==> src/rtl/rgb_to_hsv_stream.sv <==
// Streaming RGB to HSV converter, 4 register stages, valid/ready.
// Carries sop/eop sideband and flags pixels inside an HSV window.
module rgb_to_hsv_stream #(
  parameter int COMP_W  = 8,
  parameter int HUE_MAX = 360,
  parameter int HUE_W   = 9
) (
  input  logic              clk,
  input  logic              rst_n,
  input  logic              in_valid,
  output logic              in_ready,
  input  logic [COMP_W-1:0] in_r,
  input  logic [COMP_W-1:0] in_g,
  input  logic [COMP_W-1:0] in_b,
  input  logic              in_sop,
  input  logic              in_eop,
  output logic              out_valid,
  input  logic              out_ready,
  output logic [HUE_W-1:0]  out_h,
  output logic [COMP_W-1:0] out_s,
  output logic [COMP_W-1:0] out_v,
  output logic              out_sop,
  output logic              out_eop,
  output logic              out_match,
  input  logic              thr_en,
  input  logic [HUE_W-1:0]  thr_h_lo,
  input  logic [HUE_W-1:0]  thr_h_hi,
  input  logic [COMP_W-1:0] thr_s_min,
  input  logic [COMP_W-1:0] thr_v_min
);

  localparam int K   = HUE_MAX / 6;
  localparam int KW  = $clog2(K + 1);
  localparam int PHW = COMP_W + KW;
  localparam int PSW = 2 * COMP_W;

  localparam logic [COMP_W-1:0] C_MAX  = '1;
  localparam logic [HUE_W-1:0]  H_FULL = HUE_W'(HUE_MAX);
  localparam logic [HUE_W-1:0]  H_2K   = HUE_W'(2 * K);
  localparam logic [HUE_W-1:0]  H_4K   = HUE_W'(4 * K);

  typedef enum logic [1:0] {
    CH_R = 2'd0,
    CH_G = 2'd1,
    CH_B = 2'd2
  } ch_e;

  logic adv;

  assign adv      = !out_valid | out_ready;
  assign in_ready = adv;

  // stage 1: max select; a/b are the two non-max channels in hue order
  ch_e              c_ch;
  logic [COMP_W-1:0] c_mx, c_a, c_b;
  logic [COMP_W-1:0] c_top, c_dl;
  logic              c_pos;

  always_comb begin
    c_ch = CH_B;
    c_mx = in_b;
    c_a  = in_r;
    c_b  = in_g;
    if (in_r >= in_g && in_r >= in_b) begin
      c_ch = CH_R;
      c_mx = in_r;
      c_a  = in_g;
      c_b  = in_b;
    end else if (in_g >= in_b) begin
      c_ch = CH_G;
      c_mx = in_g;
      c_a  = in_b;
      c_b  = in_r;
    end
    c_pos = c_a >= c_b;
    c_top = c_pos ? c_a - c_b : c_b - c_a;
    c_dl  = c_mx - (c_pos ? c_b : c_a);
  end

  logic              v1, sop1, eop1, pos1;
  ch_e               ch1;
  logic [COMP_W-1:0] mx1, dl1, top1;

  always_ff @(posedge clk or negedge rst_n) begin
    if (!rst_n) begin
      v1   <= 1'b0;
      sop1 <= 1'b0;
      eop1 <= 1'b0;
      pos1 <= 1'b0;
      ch1  <= CH_R;
      mx1  <= '0;
      dl1  <= '0;
      top1 <= '0;
    end else if (adv) begin
      v1   <= in_valid;
      sop1 <= in_sop;
      eop1 <= in_eop;
      pos1 <= c_pos;
      ch1  <= c_ch;
      mx1  <= c_mx;
      dl1  <= c_dl;
      top1 <= c_top;
    end
  end

  // stage 2: full-width products
  logic              v2, sop2, eop2, pos2;
  ch_e               ch2;
  logic [COMP_W-1:0] mx2, dl2;
  logic [PHW-1:0]    p_h2;
  logic [PSW-1:0]    p_s2;

  always_ff @(posedge clk or negedge rst_n) begin
    if (!rst_n) begin
      v2   <= 1'b0;
      sop2 <= 1'b0;
      eop2 <= 1'b0;
      pos2 <= 1'b0;
      ch2  <= CH_R;
      mx2  <= '0;
      dl2  <= '0;
      p_h2 <= '0;
      p_s2 <= '0;
    end else if (adv) begin
      v2   <= v1;
      sop2 <= sop1;
      eop2 <= eop1;
      pos2 <= pos1;
      ch2  <= ch1;
      mx2  <= mx1;
      dl2  <= dl1;
      p_h2 <= PHW'(top1) * PHW'(K);
      p_s2 <= PSW'(dl1) * PSW'(C_MAX);
    end
  end

  // stage 3: divides; top<=delta keeps h_off within 0..K
  logic [KW-1:0]     d_hoff;
  logic [COMP_W-1:0] d_s;

  always_comb begin
    d_hoff = '0;
    d_s    = '0;
    if (dl2 != '0)
      d_hoff = KW'(p_h2 / PHW'(dl2));
    if (mx2 != '0)
      d_s = COMP_W'(p_s2 / PSW'(mx2));
  end

  logic              v3, sop3, eop3, pos3, zero3;
  ch_e               ch3;
  logic [COMP_W-1:0] mx3, s3;
  logic [KW-1:0]     hoff3;

  always_ff @(posedge clk or negedge rst_n) begin
    if (!rst_n) begin
      v3    <= 1'b0;
      sop3  <= 1'b0;
      eop3  <= 1'b0;
      pos3  <= 1'b0;
      zero3 <= 1'b0;
      ch3   <= CH_R;
      mx3   <= '0;
      s3    <= '0;
      hoff3 <= '0;
    end else if (adv) begin
      v3    <= v2;
      sop3  <= sop2;
      eop3  <= eop2;
      pos3  <= pos2;
      zero3 <= dl2 == '0;
      ch3   <= ch2;
      mx3   <= mx2;
      s3    <= d_s;
      hoff3 <= d_hoff;
    end
  end

  // stage 4: hue sector assembly and window match
  logic [HUE_W-1:0] h_ext, e_h;
  logic             h_in, e_m;

  always_comb begin
    h_ext = HUE_W'(hoff3);
    e_h   = '0;
    unique case (ch3)
      CH_R: begin
        e_h = pos3 ? h_ext : H_FULL - h_ext;
        if (e_h == H_FULL)
          e_h = '0;
      end
      CH_G:    e_h = pos3 ? H_2K + h_ext : H_2K - h_ext;
      CH_B:    e_h = pos3 ? H_4K + h_ext : H_4K - h_ext;
      default: e_h = '0;
    endcase
    if (zero3)
      e_h = '0;
    if (thr_h_lo <= thr_h_hi)
      h_in = (e_h >= thr_h_lo) && (e_h <= thr_h_hi);
    else
      h_in = (e_h >= thr_h_lo) || (e_h <= thr_h_hi);
    e_m = thr_en & h_in & (s3 >= thr_s_min) & (mx3 >= thr_v_min);
  end

  always_ff @(posedge clk or negedge rst_n) begin
    if (!rst_n) begin
      out_valid <= 1'b0;
      out_sop   <= 1'b0;
      out_eop   <= 1'b0;
      out_h     <= '0;
      out_s     <= '0;
      out_v     <= '0;
      out_match <= 1'b0;
    end else if (adv) begin
      out_valid <= v3;
      out_sop   <= sop3;
      out_eop   <= eop3;
      out_h     <= e_h;
      out_s     <= s3;
      out_v     <= mx3;
      out_match <= e_m;
    end
  end

endmodule
==> config.mk <==
export PLATFORM = sky130hd
export DESIGN_NAME = rgb_to_hsv_stream
export DESIGN_NICKNAME = d
export VERILOG_FILES = /design/src/rtl/rgb_to_hsv_stream.sv
export SDC_FILE = /design/constraint.sdc
export NUM_CORES = 1
export LEC_CHECK = 0
export BUFFER_PORTS_ARGS = -buffer_cell sky130_fd_sc_hd__buf_2
export CORE_MARGIN = 5
export CORE_UTILIZATION = 49
export CTS_CLUSTER_SIZE = 16
export DETAILED_ROUTE_END_ITERATION = 7
export PLACE_DENSITY = 0.68
export SLEW_MARGIN = 0
export SYNTH_ARGS = -nofsm -noshare
export SYNTH_HDL_FRONTEND = slang
export SYNTH_SLANG_ARGS = --single-unit
==> constraint.sdc <==
create_clock -name clk -period 49.3 [get_ports clk]
set_input_delay 7.395 -clock clk [delete_from_list [all_inputs] [get_ports clk]]
set_output_delay 7.395 -clock clk [all_outputs]
set_load 0.02 [all_outputs]
==> flow_summary.json <==
{
  "slew_violations": 0,
  "place_congestion": 0.921,
  "worstMarginPinSlew_ns": 1.20,
  "htreeDepth": 4,
  "clk_root_buffer_cell": "clkbuf_16",
  "fin_nets": 3033,
  "ys_ff_latch": 137,
  "fp.dieH_um": 213,
  "setup_violations": 0,
  "portBuffers": 94,
  "place_hpwl_mm": 42.0,
  "cts.sinks": 137,
  "grt_pass1_wl_mm": 87.1,
  "setup_tns_ns": 0,
  "synth_cells": 2542,
  "grt.met3_usage_pct": 3.82,
  "syn_area_sq_um": 20200,
  "fill_cells": 3825,
  "first_iter_violations": 994,
  "wl_mm": 53.2,
  "synth_edf_count": 0,
  "synth_top_area_share_pct": 20.8,
  "diodes": 0,
  "drive_gt1_share_pct": 9.43,
  "slew_headroom_pct": 19.6,
  "grt-busiest-layer": "met2",
  "path_clk_slew_ns": 0.07,
  "postSynth.asyncResetShare_pct": 100,
  "synth_ff_type": "dfrtp_1",
  "initial_core_util_pct": 49.5,
  "cts_resized": 0,
  "ant_nets": 0,
  "path_max_fanout": 15,
  "grt_antenna_before_repair": 0,
  "synthTopCellsByArea": "ha_1 21%, dfrtp_1 17%, nand2_1 6.1%",
  "grt_start_max_net_pins": 126,
  "fmax_ghz": 0.0309,
  "finalHoldViolCount": 0,
  "timing.rr.start": "mx2[7]",
  "rows": 74,
  "syn_avg_cell_area_sq_um": 7.95,
  "hold_class": "register to register",
  "drt_first_pass_iters": 5,
  "syn_to_final_growth_pct": 7.47,
  "synth-seq-area-share_pct": 17.0,
  "finalCriticalPeriod_ns": 32.41,
  "crit_type": "register to register",
  "crit_path_top_delay_cell": "nor4_2",
  "cts_buffer_depth": 2,
  "viasPerCell": 5.84,
  "cts_tree": "done",
  "met2_usage_pct": 38.0,
  "crit_path_frequent_cell": "o21a_1",
  "finalClockSkew_ns": 0.0152,
  "pre_cts_ws_ns": 17.30,
  "setup_ws_ns": 16.89,
  "synth.distinct_cells": 101,
  "numCtsBuffers": 17,
  "die_w_um": 213,
  "arrival_ns": 32.75,
  "hp-start": "out_v[3]",
  "cp.required_ns": 49.64,
  "grt_pass1_vias": 17600,
  "start_kind": "register",
  "clkLatencyLatePin_ns": 0.46,
  "period_share_pct": 65.7,
  "yosysWarnings": 0,
  "status": "finished clean",
  "cpPeakStageDelay_ns": 0.63,
  "ios": 95,
  "via_count": 18300,
  "syn_nets": 2990,
  "end_kind": "register",
  "crit_start": "mx2[7]",
  "grt_overflow": 0,
  "drcViolationCount": 0,
  "rsz0062_at_grt": "no",
  "wire_per_inst_um": 17.0,
  "dieArea_sq_um": 45400,
  "fp.coreArea_sq_um": 40800,
  "grt_use_total_pct": 23.4,
  "hold_buffers": 0,
  "yosys.area.top_type": "ha_1",
  "cts_setup_buffers": 0,
  "grt_use_met1_pct": 32.6,
  "cap_violations": 0
}
per-layer routing:
metal | vias to the layer above | part of all wire [%]
li1 | 9180 | -
met3 | 58 | 5.8
met4 | 0 | 1.7
met2 | 454 | 45
met5 | - | 0
met1 | 8574 | 47
cell families (layout without fill, tap and decap cells):
logic type	Yosys count	in the layout	synth area share (%)
multiplexers	103	103	5.45
buffers and inverters	289	345	5.50
AND/OR/NAND/NOR	821	821	19.2
AO/OA/AOI/OAI	710	710	23.1
adder cells (fa/ha/maj)	386	386	25.6
XOR/XNOR	96	96	4.16
flip-flops	137	137	17.0
critical path: cells and delay by family, from the launching register on:
family	cells	cell delay [ns]
buffers and inverters	2	0.18
AND/OR/NAND/NOR	30	7.32
AO/OA/AOI/OAI	80	18.11
multiplexers	4	1.48
adder cells (fa/ha/maj)	15	4.72
flip-flops	1	0.49
stage by stage:
step                hold slack, ns  utilization [%]  cells  instance area (sq um)
floorplan                    0.430                -   2542                  20200
global placement             0.443             51.8   3098                  21200
detailed placement           0.448             51.8   3098                  21200
CTS                          0.463             53.2   3130                  21700
global route                 0.489             53.2   3130                  21700
finish                       0.457             53.2   3130                  21700
sequential cells by signal, indices dropped and copies added, names as in the netlist, 6 cells and up:
register	cells
dl1	8
dl2	8
hoff3	6
mx1	8
mx2	8
mx3	8
out_h	9
out_s	8
out_v	8
p_h2	12
p_s2	15
s3	8
top1	8
cell type report:
cell class | count | area, sq um | area share, %
well taps | 532 | 666 | 3.07
inverters | 204 | 768 | 3.54
clock buffers | 20 | 447 | 2.06
repair buffers | 109 | 602 | 2.77
clock inverters | 12 | 116 | 0.536
multi-input cells | 2116 | 15700 | 72.2
flip-flops and latches | 137 | 3430 | 15.8
Yosys cell counts, types with 29 or more instances:
library cell	n
ha_1	336
nand2_1	329
inv_1	204
o21ai_0	179
a21oi_1	178
nor2_1	167
dfrtp_1	137
nor3_1	92
o21a_1	83
clkbuf_1	68
xnor2_1	67
mux2i_1	56
nand2b_1	51
o31ai_1	49
fa_1	47
a21o_1	45
mux2_2	44
nor2b_1	39
xor2_1	29
worst paths after layout:
kind                       cells after the start  slack [ns]        to
hold reg to reg                                2        0.46  out_v[3]
hold / removal                                 2        0.46  out_v[3]
max in group asynchronous                      2       40.98   top1[1]
min in group asynchronous                      1        6.95    ch1[0]
setup reg to reg                             131       16.89     s3[0]
setup / recovery                             131       16.89     s3[0]
cells in the final DEF, fill, tap and decap left out, drive strengths merged, types with 11 or more instances in the layout:
| master | netlist | final |
|---|---|---|
| xnor2 | 67 | 67 |
| mux2i | 56 | 56 |
| fa | 47 | 47 |
| o21bai | 13 | 13 |
| mux2 | 47 | 47 |
| dfrtp | 137 | 137 |
| xor2 | 29 | 29 |
| o31ai | 52 | 52 |
| ha | 336 | 336 |
| clkbuf | 68 | 20 |
| nand2 | 329 | 329 |
| nand2b | 52 | 52 |
| and2 | 15 | 15 |
| nor2b | 39 | 39 |
| o21a | 83 | 83 |
| nor3 | 95 | 95 |
| o21ai | 188 | 188 |
| a211oi | 21 | 21 |
| a21boi | 11 | 11 |
| inv | 204 | 208 |
| buf | 17 | 109 |
| nand3 | 24 | 24 |
| a31oi | 12 | 12 |
| nor2 | 167 | 167 |
| or3 | 18 | 18 |
| o211ai | 19 | 19 |
| or2 | 18 | 18 |
| a21o | 45 | 45 |
| a21oi | 179 | 179 |
| nand4 | 21 | 21 |
Power is not shown: default switching activity piles up to over one toggle a cycle in this logic, so the estimate is an artifact.
